===== config.mk =====
export PLATFORM = sky130hd
export DESIGN_NAME = vga_pos_scheduler
export DESIGN_NICKNAME = d
export VERILOG_FILES = /design/src/rtl/vga_sched_pkg.sv /design/src/rtl/rr_arbiter2.sv /design/src/rtl/vga_pos_scheduler.sv
export SDC_FILE = /design/constraint.sdc
export NUM_CORES = 1
export LEC_CHECK = 0
export CORE_MARGIN = 8
export CORE_UTILIZATION = 24
export DETAILED_ROUTE_END_ITERATION = 7
export DONT_BUFFER_PORTS = 1
export GPL_TIMING_DRIVEN = 0
export PLACE_DENSITY_LB_ADDON = 0.25
export SLEW_MARGIN = 15
export SYNTH_ARGS = -nofsm -noshare
export SYNTH_HDL_FRONTEND = slang
export SYNTH_HIERARCHICAL = 1
export SYNTH_SLANG_ARGS = --single-unit
export TNS_END_PERCENT = 10

===== constraint.sdc =====
create_clock -name clk -period 1.65 [get_ports clk]
set_input_delay 0.33 -clock clk [delete_from_list [all_inputs] [get_ports clk]]
set_output_delay 0.33 -clock clk [all_outputs]
set_load 0.05 [all_outputs]

===== src/rtl/vga_sched_pkg.sv =====
// Shared types, screen geometry and the coordinate clamp used by the
// frame-synchronous position scheduler.
package vga_sched_pkg;

    typedef enum logic {
        IDLE = 1'b0,
        HOLD = 1'b1
    } state_t;

    localparam int unsigned H_ACTIVE  = 640;
    localparam int unsigned V_ACTIVE  = 480;
    localparam int unsigned DEF_X_MAX = H_ACTIVE - 1;
    localparam int unsigned DEF_Y_MAX = V_ACTIVE - 1;

    function automatic int unsigned clamp(input int unsigned v, input int unsigned max_v);
        return (v > max_v) ? max_v : v;
    endfunction

endpackage


===== src/rtl/rr_arbiter2.sv =====
// Two-way round-robin arbiter; the pointer names the requester preferred
// on contention and moves only when a grant is issued.
module rr_arbiter2 (
    input  logic       clk,
    input  logic       reset,
    input  logic [1:0] req,
    output logic [1:0] grant
);

    logic ptr_q, ptr_d;

    always_comb begin
        grant = 2'b00;
        unique case (req)
            2'b01:   grant = 2'b01;
            2'b10:   grant = 2'b10;
            2'b11:   grant = ptr_q ? 2'b10 : 2'b01;
            default: grant = 2'b00;
        endcase

        // After any grant, the other requester wins the next tie.
        ptr_d = ptr_q;
        if (grant[0]) begin
            ptr_d = 1'b1;
        end else if (grant[1]) begin
            ptr_d = 1'b0;
        end
    end

    always_ff @(posedge clk) begin
        if (!reset) begin
            ptr_q <= 1'b0;
        end else begin
            ptr_q <= ptr_d;
        end
    end

endmodule


===== src/rtl/vga_pos_scheduler.sv =====
// Buffers arbitrated position updates in a shadow register and commits
// them to the live position only on frame_start, so an object never moves mid-frame.
module vga_pos_scheduler
    import vga_sched_pkg::*;
#(
    parameter int          W      = 10,
    parameter int unsigned X_MAX  = DEF_X_MAX,
    parameter int unsigned Y_MAX  = DEF_Y_MAX,
    parameter int unsigned INIT_X = 320,
    parameter int unsigned INIT_Y = 240,
    parameter int          CNT_W  = 8
) (
    input  logic             clk,
    input  logic             reset,
    input  logic             req0,
    input  logic [W-1:0]     x0,
    input  logic [W-1:0]     y0,
    output logic             ack0,
    input  logic             req1,
    input  logic [W-1:0]     x1,
    input  logic [W-1:0]     y1,
    output logic             ack1,
    input  logic             frame_start,
    output logic [W-1:0]     posX,
    output logic [W-1:0]     posY,
    output logic             pending,
    output logic             commit,
    output logic [CNT_W-1:0] drop_count
);

    state_t           state_q, state_d;
    logic [W-1:0]     pos_x_q, pos_x_d;
    logic [W-1:0]     pos_y_q, pos_y_d;
    logic [W-1:0]     shadow_x_q, shadow_x_d;
    logic [W-1:0]     shadow_y_q, shadow_y_d;
    logic             ack0_q, ack0_d;
    logic             ack1_q, ack1_d;
    logic             commit_q, commit_d;
    logic [CNT_W-1:0] drop_q, drop_d;

    logic [1:0]       grant;
    logic             grant_any;
    logic [W-1:0]     new_x;
    logic [W-1:0]     new_y;
    int unsigned      clamped_x;
    int unsigned      clamped_y;

    rr_arbiter2 u_arb (
        .clk   (clk),
        .reset (reset),
        .req   ({req1, req0}),
        .grant (grant)
    );

    assign grant_any = |grant;

    always_comb begin
        clamped_x = clamp(32'(grant[1] ? x1 : x0), X_MAX);
        clamped_y = clamp(32'(grant[1] ? y1 : y0), Y_MAX);
        new_x     = clamped_x[W-1:0];
        new_y     = clamped_y[W-1:0];
    end

    always_comb begin
        state_d    = state_q;
        pos_x_d    = pos_x_q;
        pos_y_d    = pos_y_q;
        shadow_x_d = shadow_x_q;
        shadow_y_d = shadow_y_q;
        ack0_d     = grant[0];
        ack1_d     = grant[1];
        commit_d   = 1'b0;
        drop_d     = drop_q;

        unique case (state_q)
            IDLE: begin
                // A grant coinciding with frame_start still waits a full frame.
                if (grant_any) begin
                    shadow_x_d = new_x;
                    shadow_y_d = new_y;
                    state_d    = HOLD;
                end
            end
            HOLD: begin
                if (frame_start) begin
                    pos_x_d  = shadow_x_q;
                    pos_y_d  = shadow_y_q;
                    commit_d = 1'b1;
                    if (grant_any) begin
                        shadow_x_d = new_x;
                        shadow_y_d = new_y;
                    end else begin
                        state_d = IDLE;
                    end
                end else if (grant_any) begin
                    shadow_x_d = new_x;
                    shadow_y_d = new_y;
                    if (drop_q != '1) begin
                        drop_d = drop_q + 1'b1;
                    end
                end
            end
            default: state_d = IDLE;
        endcase
    end

    always_ff @(posedge clk) begin
        if (!reset) begin
            state_q    <= IDLE;
            pos_x_q    <= W'(INIT_X);
            pos_y_q    <= W'(INIT_Y);
            shadow_x_q <= W'(INIT_X);
            shadow_y_q <= W'(INIT_Y);
            ack0_q     <= 1'b0;
            ack1_q     <= 1'b0;
            commit_q   <= 1'b0;
            drop_q     <= '0;
        end else begin
            state_q    <= state_d;
            pos_x_q    <= pos_x_d;
            pos_y_q    <= pos_y_d;
            shadow_x_q <= shadow_x_d;
            shadow_y_q <= shadow_y_d;
            ack0_q     <= ack0_d;
            ack1_q     <= ack1_d;
            commit_q   <= commit_d;
            drop_q     <= drop_d;
        end
    end

    assign posX       = pos_x_q;
    assign posY       = pos_y_q;
    assign ack0       = ack0_q;
    assign ack1       = ack1_q;
    assign commit     = commit_q;
    assign pending    = (state_q == HOLD);
    assign drop_count = drop_q;

endmodule


==> results of run 1 <==
-- area by class of cell --
class / count / area [sq um]
inverters: 3 / 11.3
flip-flops and latches: 53 / 1080
plain buffers: 15 / 83.8
fillers: 975 / 6500
well taps: 111 / 139
repair buffers: 4 / 33.8
multi-input cells: 193 / 1100
clock buffers: 7 / 86.3
clock inverters: 1 / 30.0
-- state kept, by name, indices dropped and copies added (netlist names) --
signal,count
ack0,1
shadow_y_q,10
pending,1
ack1,1
posY,10
u_arb/ptr_q,1
drop_count,8
posX,10
shadow_x_q,10
commit,1
-- placed cells by master (no fill, tap or decap), drive strengths merged --
master / instances
or2: 1
inv: 3
and4b: 1
mux2: 1
nand3: 10
o32ai: 1
a31oi: 4
nand4: 1
and2b: 1
nor3: 2
a22oi: 1
dfxtp: 53
a21oi: 34
o211ai: 2
ha: 1
o21ai: 22
nor2: 22
bufinv: 1
o22ai: 2
a21boi: 2
buf: 8
a21bo: 1
mux2i: 9
o31ai: 4
and2: 3
nand2b: 5
xor2: 1
or3: 3
and4: 1
or4: 3
a211o: 1
clkbuf: 18
nand2: 53
and3: 1
-- how the worst min path moves through the flow --
stage	from	to	cells after the start
after CTS	reset	shadow_y_q[4]	1
after detailed placement	reset	shadow_y_q[4]	1
after floorplan	reset	shadow_y_q[4]	1
after global placement	reset	shadow_y_q[4]	1
final	reset	shadow_y_q[4]	1
after global routing	reset	shadow_y_q[4]	1
-- metrics by stage --
| step | setup TNS, ps | utilization | instance area (sq um) |
|---|---|---|---|
| 6_report | -99.6 | 0.283 | 2560 |
| 5_1_grt | -904 | 0.283 | 2560 |
| 4_1_cts | -425 | 0.277 | 2510 |
| 3_5_place_dp | -2840 | 0.260 | 2350 |
| 3_3_place_gp | -2560 | 0.260 | 2350 |
| 2_1_floorplan | -6.21 | - | 2210 |
-- timing repair --
action	4_1_cts	5_1_grt
endpoints found under the setup margin	24	26
hold buffers	0	0
cloned	0	1
setup buffers	0	3
gates resized for setup	16	13
pin swaps	2	9
-- logic make-up after synthesis --
logic type | after synthesis
AO/OA/AOI/OAI | 74
XOR/XNOR | 1
adder cells (fa/ha/maj) | 1
buffers and inverters | 20
flip-flops | 53
multiplexers | 10
AND/OR/NAND/NOR | 107
-- per-layer routing --
metal	up-vias	GRT usage	share of wire
met5	-	0	0
li1	937	-	-
met3	6	0.0390	0.072
met1	869	0.125	0.45
met2	55	0.171	0.47
met4	0	0.0324	0.012
-- power groups by stage --
stage	clock network, W	registers [W]	logic (W)
6_report	0.000915	0.00150	0.000310
4_1_cts	0.000955	0.00151	0.000297
5_1_grt	0.00101	0.00152	0.000346
2_1_floorplan	0	0.00151	0.000219
3_5_place_dp	0	0.00154	0.000287
3_3_place_gp	0	0.00154	0.000283
-- critical path, cell delays in order, from the launching register on --
cell      delay [ps]
dfxtp_2          360
nand2b_4         120
and2_4           220
or2_4            190
o211ai_4         100
or4_1            520
a21oi_1          130
==> impl_metrics.yaml, run 1 <==
logic_synthesis:
  synth.area.top_cells: "dfxtp_1, nand2_1, a21oi_1"
  synth_adder_area_share: 0.00566
  synth_top_area_frac: 0.480
  netlist_instances: 266
  synth_top_family_by_area: "simple AND/OR/NAND/NOR gates"
  synth_area_per_cell_sq_um: 8.31
  synth_compound_area_frac: 0.196
  synth_fp_nets: 312
  synth_commonest_cells: "dfxtp_1, nand2_1, a21oi_1"
  async_flop_share: 0
  synth_edf_count: 0
  synth_simple_gate_area_frac: 0.221
  ys.warnings.count: 6
  synthMuxAreaShare: 0.0476
  yosysSeqAreaShare: 0.480
  synth-seq-cells: 53
  synth_top_area_cell: "dfxtp_1"
  synth_flop_cell: "dfxtp_1"
  yosys.area_share.xor_xnor: 0.00396
  syn-cell-area_sq_mm: 0.00221
  ys_types: 39
power:
  internal_power_w: 0.00198
  p_switching_w: 0.000751
  finalPower_w: 0.00273
  power-per-cell-area_mw_per_mm2: 1060
  power_frac_clock: 0.335
  power_frac_seq: 0.551
  comb_power_share: 0.114
  p_leak_nw: 0.945
  ir_worst_vdd_uv: 371
  p_sw_frac: 0.275
drt:
  drc: 0
  final_antenna_net_count: 0
  vias: 1867
  wl_microns: 6590
  drt-initial-drc-count: 73
  vias_per_cell: 4.82
  dr.pass1.iters: 4
  routedWlPerCell_microns: 17.0
worst_setup_path:
  crit_path_end_kind: "register"
  worstPathArrival_ps: 1940
  ff2ff_setup_slack_ps: -50
  crit_start: "u_arb/ptr_q"
  crit_type: "register to register"
  crit_end: "drop_count[7]"
  reg2reg_from: "u_arb/ptr_q"
  crit_fanout: 8
  reg2reg_depth: 6
  cp.required_ps: 1890
  crit_path_start_kind: "register"
  rr_endpoint: "drop_count[7]"
cts:
  clock_latency_ps: 310
  clkSinkCount: 53
  cts-root-buf: "clkbuf_8"
  path_clk_slew_ps: 100
  htree_levels: 2
  cts_tree: "done"
  cts_buffers: 5
  cts_buffer_depth: 2
die:
  start_util: 0.244
  die-area_sq_mm: 0.0125
  die_w_microns: 112
  die_h_microns: 112
  ios: 77
  coreArea_sq_mm: 0.00906
  rows: 35
placed_design:
  dp_hpwl_microns: 5090
  dp_cells: 377
  port_buffers: 0
  gp_congestion: 0.797
  post-place-ws_ps: -281
sta:
  setup_ws_ps: -47.3
  hold_viol_final: 0
  worstMarginPinSlew_ps: 563
  fin_crit_ps: 1700
  rsz0062_at_grt: "true"
  report.final.slew_viol_count: 0
  whs_ps: 94.7
  skew_ps: 11.3
  period_share: 1.03
  slew_headroom: 0.624
  max_freq_mhz: 589
  setup_violations: 3
final_layout:
  area_delta_synth_final_pct: 16.0
  fin_nets: 321
  diodes: 0
  drive_gt1_frac: 0.159
  finalNonFillerCells: 387
grt:
  grt_overflow: 0
  grt_pass1_wl_microns: 10300
  antenna_found_initial: 0
  grt_start_max_net_pins: 16
  grt_pass1_vias: 1890
  grt_usage: 0.105
hold_path:
  hold_path_class: "input port to register"
flow_run:
  cap_viol_max_count: 0
outcome:
  outcome: "complete, but fails checks"
  violations: "setup timing"
Power figures use the tool's default switching activity.
==> run 2: changes to the inputs <==
CTS_CLUSTER_DIAMETER = 50   (was default)
==> results of run 2 <==
Same layout as run 1: the final DEF is identical, and so are final timing and power.
